$ cat config.mk
export PLATFORM = sky130hd
export DESIGN_NAME = datapath_sequencer
export DESIGN_NICKNAME = d
export VERILOG_FILES = /design/src/rtl/datapath_sequencer.sv
export SDC_FILE = /design/constraint.sdc
export NUM_CORES = 1
export LEC_CHECK = 0
export CORE_MARGIN = 2
export CORE_UTILIZATION = 33
export DETAILED_ROUTE_END_ITERATION = 12
export PLACE_DENSITY = 0.67
export SYNTH_ARGS = -nofsm -noshare
export SYNTH_HDL_FRONTEND = slang
export SYNTH_SLANG_ARGS = --single-unit
export TNS_END_PERCENT = 1
$ cat constraint.sdc
create_clock -name clk -period 3.3 [get_ports clk]
set_input_delay 0.66 -clock clk [delete_from_list [all_inputs] [get_ports clk]]
set_output_delay 0.66 -clock clk [all_outputs]
set_load 0.005 [all_outputs]
$ cat src/rtl/datapath_sequencer.sv
// Purpose: control sequencer for a single-bus datapath; runs MOV/NOT/LDI/ALU2 as 1-3 control steps plus a DONE step.
// Latency: start-sampling edge to done-high cycle is MOV 2, NOT/LDI 3, ALU2 4 cycles; every control output is registered.
// Backpressure: none; start is sampled only in IDLE and ignored otherwise, so the minimum issue interval is latency+1.
//
// Ports:
//   clk, clr            clock and synchronous active-high reset
//   start, opcode       operation request (00 MOV, 01 NOT, 10 LDI, 11 ALU2)
//   ra, rb, rc          source A, source B and destination register indices
//   busy, done          high outside IDLE / one-cycle completion pulse
//   encIn               one-hot bus source select (0-15 R0-R15, 19 ZLO, 21 MDR, 24-31 unused)
//   reg_in              one-hot R0..R15 load enables
//   Yin, ZLOin, MDRin   Y, ZLO and MDR load enables
//   readMDR, NOT        MDR input select (1 = memory) and ALU invert select
//   op_count            completed-operation count, wraps silently
`timescale 1ns/1ps
module datapath_sequencer (
    input  logic        clk,
    input  logic        clr,
    input  logic        start,
    input  logic [1:0]  opcode,
    input  logic [3:0]  ra,
    input  logic [3:0]  rb,
    input  logic [3:0]  rc,
    output logic        busy,
    output logic        done,
    output logic [31:0] encIn,
    output logic [15:0] reg_in,
    output logic        Yin,
    output logic        ZLOin,
    output logic        MDRin,
    output logic        readMDR,
    output logic        NOT,
    output logic [15:0] op_count
);

    typedef enum logic [2:0] {IDLE, S1, S2, S3, DONE} state_t;

    localparam logic [1:0] OP_MOV  = 2'b00;
    localparam logic [1:0] OP_NOT  = 2'b01;
    localparam logic [1:0] OP_LDI  = 2'b10;
    localparam logic [1:0] OP_ALU2 = 2'b11;

    localparam logic [4:0] SEL_ZLO = 5'd19;
    localparam logic [4:0] SEL_MDR = 5'd21;

    state_t      state, state_d;
    logic [1:0]  op_q, op_d;
    logic [3:0]  ra_q, ra_d, rb_q, rb_d, rc_q, rc_d;

    logic [31:0] enc_d;
    logic [15:0] reg_d;
    logic        yin_d, zlo_d, mdrin_d, rdmdr_d, not_d;

    function automatic logic [31:0] onehot32(input logic [4:0] idx);
        return 32'(1) << idx;
    endfunction

    function automatic logic [15:0] onehot16(input logic [3:0] idx);
        return 16'(1) << idx;
    endfunction

    // Next state and operand latch. Operands only change on the IDLE->S1
    // transition, so a start seen while busy cannot disturb them.
    always_comb begin
        state_d = state;
        op_d    = op_q;
        ra_d    = ra_q;
        rb_d    = rb_q;
        rc_d    = rc_q;
        case (state)
            IDLE: begin
                if (start) begin
                    state_d = S1;
                    op_d    = opcode;
                    ra_d    = ra;
                    rb_d    = rb;
                    rc_d    = rc;
                end
            end
            S1:      state_d = (op_q == OP_MOV)  ? DONE : S2;
            S2:      state_d = (op_q == OP_ALU2) ? S3   : DONE;
            S3:      state_d = DONE;
            DONE:    state_d = IDLE;
            default: state_d = IDLE;
        endcase
    end

    // Control decode for the step about to be entered; registering it
    // makes the outputs a clean function of the (registered) state and
    // latched operands in the cycle they apply.
    always_comb begin
        enc_d   = '0;
        reg_d   = '0;
        yin_d   = 1'b0;
        zlo_d   = 1'b0;
        mdrin_d = 1'b0;
        rdmdr_d = 1'b0;
        not_d   = 1'b0;
        case (state_d)
            S1: begin
                case (op_d)
                    OP_MOV: begin
                        enc_d = onehot32({1'b0, rb_d});
                        reg_d = onehot16(rc_d);
                    end
                    OP_NOT: begin
                        enc_d = onehot32({1'b0, rb_d});
                        not_d = 1'b1;
                        zlo_d = 1'b1;
                    end
                    OP_LDI: begin
                        rdmdr_d = 1'b1;
                        mdrin_d = 1'b1;
                    end
                    default: begin
                        enc_d = onehot32({1'b0, ra_d});
                        yin_d = 1'b1;
                    end
                endcase
            end
            S2: begin
                case (op_d)
                    OP_NOT: begin
                        enc_d = onehot32(SEL_ZLO);
                        reg_d = onehot16(rc_d);
                    end
                    OP_LDI: begin
                        enc_d = onehot32(SEL_MDR);
                        reg_d = onehot16(rc_d);
                    end
                    OP_ALU2: begin
                        enc_d = onehot32({1'b0, rb_d});
                        zlo_d = 1'b1;
                    end
                    default: ;
                endcase
            end
            S3: begin
                // Only ALU2 reaches S3: write the ALU result back.
                enc_d = onehot32(SEL_ZLO);
                reg_d = onehot16(rc_d);
            end
            default: ;
        endcase
    end

    always_ff @(posedge clk) begin
        if (clr) begin
            state    <= IDLE;
            op_q     <= '0;
            ra_q     <= '0;
            rb_q     <= '0;
            rc_q     <= '0;
            op_count <= '0;
            busy     <= 1'b0;
            done     <= 1'b0;
            encIn    <= '0;
            reg_in   <= '0;
            Yin      <= 1'b0;
            ZLOin    <= 1'b0;
            MDRin    <= 1'b0;
            readMDR  <= 1'b0;
            NOT      <= 1'b0;
        end else begin
            state    <= state_d;
            op_q     <= op_d;
            ra_q     <= ra_d;
            rb_q     <= rb_d;
            rc_q     <= rc_d;
            // Count on leaving DONE, so an operation cut short by clr is never counted.
            if (state == DONE)
                op_count <= op_count + 16'd1;
            busy     <= (state_d != IDLE);
            done     <= (state_d == DONE);
            encIn    <= enc_d;
            reg_in   <= reg_d;
            Yin      <= yin_d;
            ZLOin    <= zlo_d;
            MDRin    <= mdrin_d;
            readMDR  <= rdmdr_d;
            NOT      <= not_d;
        end
    end

endmodule

==> key figures, run 1 <==
Status
  • Outcome: completed

Floorplanning
  • Top-level I/O count: 88
  • Die height: 103 um
  • Core Area: 0.00964 sq mm
  • Row cnt: 36
  • Chip Width: 103 um
  • Initial Util: 0.336
  • DIE AREA: 0.0106 sq mm

Layout
  • Layout fillers: 987
  • Layout overhead on the synthesized area: 32.0%
  • Post-layout nets: 466
  • Most common cell after layout, fill and taps aside: clkdlybuf4s50_1
  • Layout Cells excl Fill: 579
  • Ant. Diodes: 0
  • Final Util: 0.444
  • Most frequent cells in the layout: clkdlybuf4s50_1, dfxtp_1, nand2_1
  • Proportion of layout cells with a drive suffix above 1: 0.0874

STA
  • Clock skew: 0.00788 ns
  • Period utilization: 0.888
  • Hold slack final: 0.483 ns
  • Max Slew Vio Count: 0
  • Fin. Hold Viols: 0
  • Setup TNS: 0 ns
  • Worst-Margin Slew: 0.551 ns
  • Final Critical Period: 2.93 ns
  • RSZ-0062 raised after global routing: false
  • Setup WS post-layout: 0.369 ns
  • Max frequency: 0.341 GHz
  • Final setup violation count: 0
  • Max-slew headroom: 0.631

Min path
  • Worst Hold Launch: rb_q[2]
  • Hold WC Path Type: reg2reg

Pwr
  • Power share of the clock group: 0.436
  • Gate power share: 0.114
  • Leak: 0.00154 uW
  • Peak VDD IR: 189 uV
  • NetSw: 485 uW
  • Pwr per Cell Area: 453 mW/mm^2
  • Reg power frac: 0.450
  • Net Sw Frac: 0.250
  • P_int: 1450 uW

Synthesis
  • Syn avg cell area: 8.77 sq um
  • Synth warnings: 0
  • FFs w/ async S/R, synth: 0
  • Xor and xnor area share after synthesis: 0.0243
  • Top area cells in the synthesized netlist: dfxtp_1, a21oi_1, nand2_1, buf_4, nor2_1
  • Synth Area in Adders: 0.0309
  • Mux contribution to synthesized area: 0.0355
  • Compound-Gate Fraction of Synth Area: 0.125
  • Synth cell types: 54
  • Post-synthesis sequential area ratio: 0.426
  • Largest area contributor in the netlist: dfxtp_1
  • Seq cells post-synth: 69
  • Mapped cell area: 0.00324 sq mm
  • Post-synth EDFFs: 0
  • Yosys top cell area share: 0.426
  • Synth Area in Simple Gates: 0.277
  • Most used DFF post-synth: dfxtp_1
  • Largest family of logic cells by synthesized area: simple AND/OR/NAND/NOR gates
  • Mapped Cells: 370

Job
  • Max Cap Viol: 0

GRT
  • GRT overflow: 0
  • First-pass GRT wire length: 12300 um
  • Number of global-route vias before repair: 2650
  • Antenna violations before repair: 0
  • Largest net degree at the start of global routing: 31
  • GRT Total Usage: 0.151

CTS
  • Clk sink count: 69
  • Skew-Pair Late Insertion Delay: 0.35 ns
  • CTS tree: yes
  • Total CTS buffers: 9
  • Post-CTS Setup Repair Bufs: 0
  • H-tree Lvls: 3
  • Reg clk slew, reported paths: 0.07 ns
  • Clock Tree Buf Depth: 2
  • CTS hold repair buffers: 0
  • Cts repair resizes: 0
  • Clk root buf: clkbuf_8

Placed design
  • IO buf count: 73
  • Routability cong.: 0.902
  • Placed Cells: 563
  • Pre-CTS setup slack: 0.00745 ns
  • DP Wirelength: 5810 um

Setup path
  • Required @ worst endpoint: 3.57 ns
  • Worst setup EP type: register
  • End of the worst register-to-register path: encIn[4]
  • R2R Setup Slk: 0.62 ns
  • Critical Path End: encIn[4]
  • Cells on worst reg2reg path: 8
  • WS Path Type: in2reg
  • Critical path fanouts, max: 8
  • Critical path origin: start
  • CP Data Arrival Time: 3.20 ns
  • Reg2Reg Launch Point: state[2]
  • CP Launch Type: primary input

Routing
  • Routed WL per cell: 13.5 um
  • Iter 0 DRT Violations: 111
  • Pre-antenna DRT Iters: 4
  • Drt drc: 0
  • Drt via density: 4.80
  • Post-route ant nets: 0
  • Final WL: 7810 um
  • Total number of vias: 2782
Yosys cell counts (all sizes together) (7+ instances only):
master	count
nand4	7
nor3	21
nor2	30
dfxtp	69
mux2i	7
a21oi	32
nor3b	11
and3	10
ha	8
nand2	39
o21ai	22
inv	8
buf	29
worst min-delay path by stage:
stage / to / slack (ns) / cells past startpoint
after floorplan: rb_q[2] / 0.44 / 2
after global placement: rb_q[2] / 0.45 / 2
after detailed placement: rb_q[2] / 0.47 / 2
after CTS: rb_q[2] / 0.48 / 2
after global routing: rb_q[2] / 0.50 / 2
final: rb_q[2] / 0.48 / 2
sequential cells by signal (all words and copies together) (netlist names), 2 cells and up:
register	flops
encIn	18
op_count	16
op_q	2
rb_q	4
rc_q	4
reg_in	16
state	3
area by class of cell:
cell class / instances / area, sq um / share of cell area
well taps: 133 / 166 / 0.0389
clock buffers: 9 / 124 / 0.0289
clock inverters: 7 / 123 / 0.0286
multi-input cells: 271 / 1660 / 0.387
flip-flops and latches: 69 / 1380 / 0.323
inverters: 8 / 30.0 / 0.00702
repair buffers: 82 / 798 / 0.186
worst max-delay path, cell delays in order:
cell and delay, ns:
clkdlybuf4s50_1 0.50, nor4b_4 0.33, a21oi_1 0.19, inv_1 0.17
ha_1 0.21, or4bb_1 0.50, nor3_2 0.33, o21ai_0 0.14
a21oi_1 0.16
power groups by stage:
stage          clock (uW)  sequential [uW]  combinational (uW)
6_report              845              872                 221
5_1_grt               901              875                 243
2_1_floorplan           0              879                 170
4_1_cts               864              872                 221
3_3_place_gp            0              891                 216
3_5_place_dp            0              891                 220
metrics by stage:
| stage | cell area (sq um) | total power [uW] |
|---|---|---|
| detailed placement | 4030 | 1110 |
| finish | 4280 | 1940 |
| CTS | 4280 | 1960 |
| global route | 4280 | 2020 |
| global placement | 4030 | 1110 |
| floorplan | 3290 | 1050 |
cells by family after synthesis:
logic type      after synthesis
compound gates               72
xor+xnor                      9
fa+ha+maj                     8
buf+inv                      43
flops                        69
mux                          11
other cells                   1
simple gates                157
per-layer routing:
layer,vias up,global-route usage,part of all wire
met4,0,0.0698,0.021
met2,81,0.252,0.48
met1,1282,0.182,0.46
li1,1407,-,-
met3,12,0.0386,0.044
met5,-,0,0
Note: power is estimated with default switching activity, not from simulation.
==> run 2, diff against run 1 <==
--- a/config.mk
+++ b/config.mk
@@ -5,10 +5,11 @@
 export SDC_FILE = /design/constraint.sdc
 export NUM_CORES = 1
 export LEC_CHECK = 0
+export ABC_AREA = 1
 export CORE_MARGIN = 2
 export CORE_UTILIZATION = 33
 export DETAILED_ROUTE_END_ITERATION = 12
-export PLACE_DENSITY = 0.67
+export PLACE_DENSITY = 0.66
 export SYNTH_ARGS = -nofsm -noshare
 export SYNTH_HDL_FRONTEND = slang
 export SYNTH_SLANG_ARGS = --single-unit
==> run 2 against run 1 <==
  * Combinational power increased by 75%
  * First-iteration DRC count grew 54%
  * Flip-flop and latch count grew 4
  * Register-to-register slack improved by 0.13 ns
  * Area after synthesis grew 10%
  * Count of clock-buffer cells in the layout unchanged
  * Design area up 4.6%
  * Largest cell class unchanged
==> key figures, run 2 <==
Status
  • Outcome: completed

Setup path
  • Critical path fanouts, max: 16 (+8)
  • Worst setup EP type: register
  • CP Launch Type: primary input
  • R2R Setup Slk: 0.75 ns (+0.13 ns)
  • Reg2Reg Launch Point: state[0]
  • CP max stage cell: o21ai_0
  • Critical-path cell list: clkdlybuf4s50_1 -> nand3_4 -> inv_2 -> o21ai_0 -> inv_1 -> ha_1 -> a21oi_1 -> buf_4 -> nand4_1 -> nand2_1 -> nand2_1 -> a21oi_1
  • Required @ worst endpoint: 3.56 ns (about the same)
  • End of the worst register-to-register path: encIn[1]
  • WS Path Type: in2reg
  • Slowest stage delay, CP: 0.52 ns (+0.02 ns)
  • Cells on worst reg2reg path: 12 (+4)
  • CP Data Arrival Time: 3.10 ns (-0.10 ns)

Floorplanning
  • DIE AREA: 0.0117 sq mm (+9.6%)
  • Die height: 108 um (+4.7%)
  • Initial Util: 0.343 (+0.00613)
  • Top-level I/O count: 88 (unchanged)
  • Chip Width: 108 um (+4.7%)
  • Core Area: 0.0104 sq mm (+8.1%)
  • Row cnt: 37 (+2.8%)

Pwr
  • Leak: 0.00178 uW (+15%)
  • Power share of the clock group: 0.335 (-0.101)
  • Gate power share: 0.196 (+0.082)
  • Peak VDD IR: 191 uV (+0.75%)
  • Net Sw Frac: 0.305 (+0.0546)
  • Reg power frac: 0.469 (+0.019)
  • P_int: 1370 uW (-5.8%)
  • Pwr per Cell Area: 440 mW/mm^2 (-2.8%)
  • NetSw: 601 uW (+24%)

CTS
  • H-tree Lvls: 3 (unchanged)
  • Cts repair resizes: 0 (unchanged)
  • Clock Tree Buf Depth: 2 (unchanged)
  • Total CTS buffers: 9 (unchanged)
  • Clk sink count: 73 (+5.8%)
  • Reg clk slew, reported paths: 0.08 ns (about the same)
  • CTS tree: yes
  • CTS hold repair buffers: 0 (unchanged)
  • Skew-Pair Late Insertion Delay: 0.35 ns (about the same)
  • Clk root buf: clkbuf_8
  • Post-CTS Setup Repair Bufs: 0 (unchanged)

Synthesis
  • Mapped cell area: 0.00357 sq mm (+10%)
  • Mapped Cells: 459 (+24%)
  • Syn avg cell area: 7.77 sq um (-11%)
  • Top area cells in the synthesized netlist: dfxtp_1, nand2_1, nand4_1, nor2_1, a21oi_1
  • Synth cell types: 39 (-28%)
  • Yosys top cell area share: 0.410 (-0.0164)
  • Largest area contributor in the netlist: dfxtp_1
  • Post-synth EDFFs: 0 (unchanged)
  • Synth top cells by count: nand2_1, dfxtp_1, nor2_1, nand4_1, inv_1
  • FFs w/ async S/R, synth: 0 (unchanged)
  • Most used DFF post-synth: dfxtp_1
  • Synth warnings: 0 (unchanged)
  • Post-synthesis sequential area ratio: 0.410 (-0.0164)
  • Most common cell in the synthesized netlist: nand2_1
  • Seq cells post-synth: 73 (+5.8%)

Routing
  • Drt drc: 0 (unchanged)
  • Routed WL per cell: 11.8 um (-12%)
  • Pre-antenna DRT Iters: 4 (unchanged)
  • Iter 0 DRT Violations: 171 (+54%)
  • Post-route ant nets: 0 (unchanged)
  • Drt via density: 4.71 (-2.0%)
  • Total number of vias: 3146 (+13%)
  • Final WL: 7910 um (+1.3%)

Layout
  • Ant. Diodes: 0 (unchanged)
  • Layout overhead on the synthesized area: 25.5%
  • Largest reg by FF count: encIn
  • Max FFs per register: 18 (unchanged)
  • Proportion of layout cells with a drive suffix above 1: 0.117 (+0.0291)
  • Largest registers: encIn x18, op_count x16, reg_in x16
  • Most common cell after layout, fill and taps aside: nand2_1
  • Post-layout nets: 554 (+19%)
  • Layout fillers: 1050 (+6.4%)
  • Layout Cells excl Fill: 668 (+15%)
  • Most frequent cells in the layout: nand2_1, dfxtp_1, clkdlybuf4s50_1

STA
  • Max-slew headroom: 0.575 (-0.0560)
  • RSZ-0062 raised after global routing: false
  • Setup TNS: 0 ns (unchanged)
  • Final setup violation count: 0 (unchanged)
  • Period utilization: 0.860 (-0.0283)
  • Worst-Margin Slew: 0.631 ns (+0.0794 ns)
  • Fin. Hold Viols: 0 (unchanged)
  • Final Critical Period: 2.84 ns (-0.0934 ns)
  • Max frequency: 0.352 GHz (+3.3%)
  • Clock skew: 0.00995 ns (+0.00207 ns)
  • Max Slew Vio Count: 0 (unchanged)

Placed design
  • Routability cong.: 0.826 (-8.5%)
  • IO buf count: 73 (unchanged)
  • DP Wirelength: 5790 um (-0.34%)
  • Placed Cells: 654 (+16%)

Min path
  • Worst Hold Launch: op_count[5]
  • Hold Path Depth: 2 (unchanged)
  • Worst Hold End: op_count[5]
  • Hold WC Path Type: reg2reg

GRT
  • GRT Total Usage: 0.142 (-0.00879)
  • Number of global-route vias before repair: 2877 (+8.6%)
  • GRT overflow: 0 (unchanged)
  • First-pass GRT wire length: 13300 um (+7.4%)
  • Largest net degree at the start of global routing: 29 (-6.5%)
  • Antenna violations before repair: 0 (unchanged)

Job
  • Max Cap Viol: 0 (unchanged)
run 2: worst max-delay path: cells and delay by family:
kind	cells	cell delay (ns)
buffers and inverters	4	0.98
AOI/OAI and AO/OA	3	0.81
and+or+nand+nor	4	0.41
adders and majority gates	1	0.24
run 2: how the worst max path moves through the flow:
| stage | startpoint | end | slack [ns] |
|---|---|---|---|
| final | start | encIn[1] | 0.46 |
| after global routing | start | encIn[1] | 0.12 |
| after CTS | start | encIn[1] | 0.44 |
| after detailed placement | start | encIn[1] | 0.09 |
| after global placement | start | encIn[1] | 0.15 |
| after floorplan | start | encIn[13] | 0.63 |
run 2: layout make-up:
cell class / instances / area [sq um] / share of cell area
Timing Repair Buffer: 79 / 776 / 0.173
Tap cell: 136 / 170 / 0.0380
Sequential cell: 73 / 1460 / 0.326
Inverter: 44 / 165 / 0.0369
Multi-Input combinational cell: 322 / 1720 / 0.385
Clock buffer: 9 / 124 / 0.0277
Clock inverter: 5 / 58.8 / 0.0131
run 2: kinds of logic after synthesis:
logic type                 after synthesis  share of synthesized area
AOI/OAI and AO/OA                       60                      0.105
muxes                                    1                    0.00281
other                                    1                    0.00105
DFF                                     73                      0.410
buffers and inverters                   77                      0.121
xor gates and xnor gates                 1                    0.00245
and+or+nand+nor                        238                      0.330
adders and majority gates                8                     0.0281
run 2: layer usage:
metal	vias up	GRT usage	wire length, um
met5	-	0	0
met4	0	0.0577	118
met3	11	0.0452	505
met2	106	0.234	3710
met1	1412	0.171	3570
li1	1617	-	-
run 2: stage by stage:
step	setup slack [ns]	power, uW	hold WS, ns	cell area [sq um]	util
after floorplan	0.633	1260	0.470	3620	-
after global placement	0.153	1320	0.481	4300	0.412
after detailed placement	0.0903	1330	0.492	4300	0.412
after CTS	0.439	2000	0.504	4480	0.430
after global routing	0.119	2080	0.538	4480	0.430
final	0.463	1970	0.503	4480	0.430
run 2: power groups by stage:
stage	Combinational, uW	Clock [uW]	Sequential [uW]
after detailed placement	384	0	944
after global placement	379	0	943
after CTS	386	686	923
after global routing	434	721	927
final	386	660	924
after floorplan	315	0	942
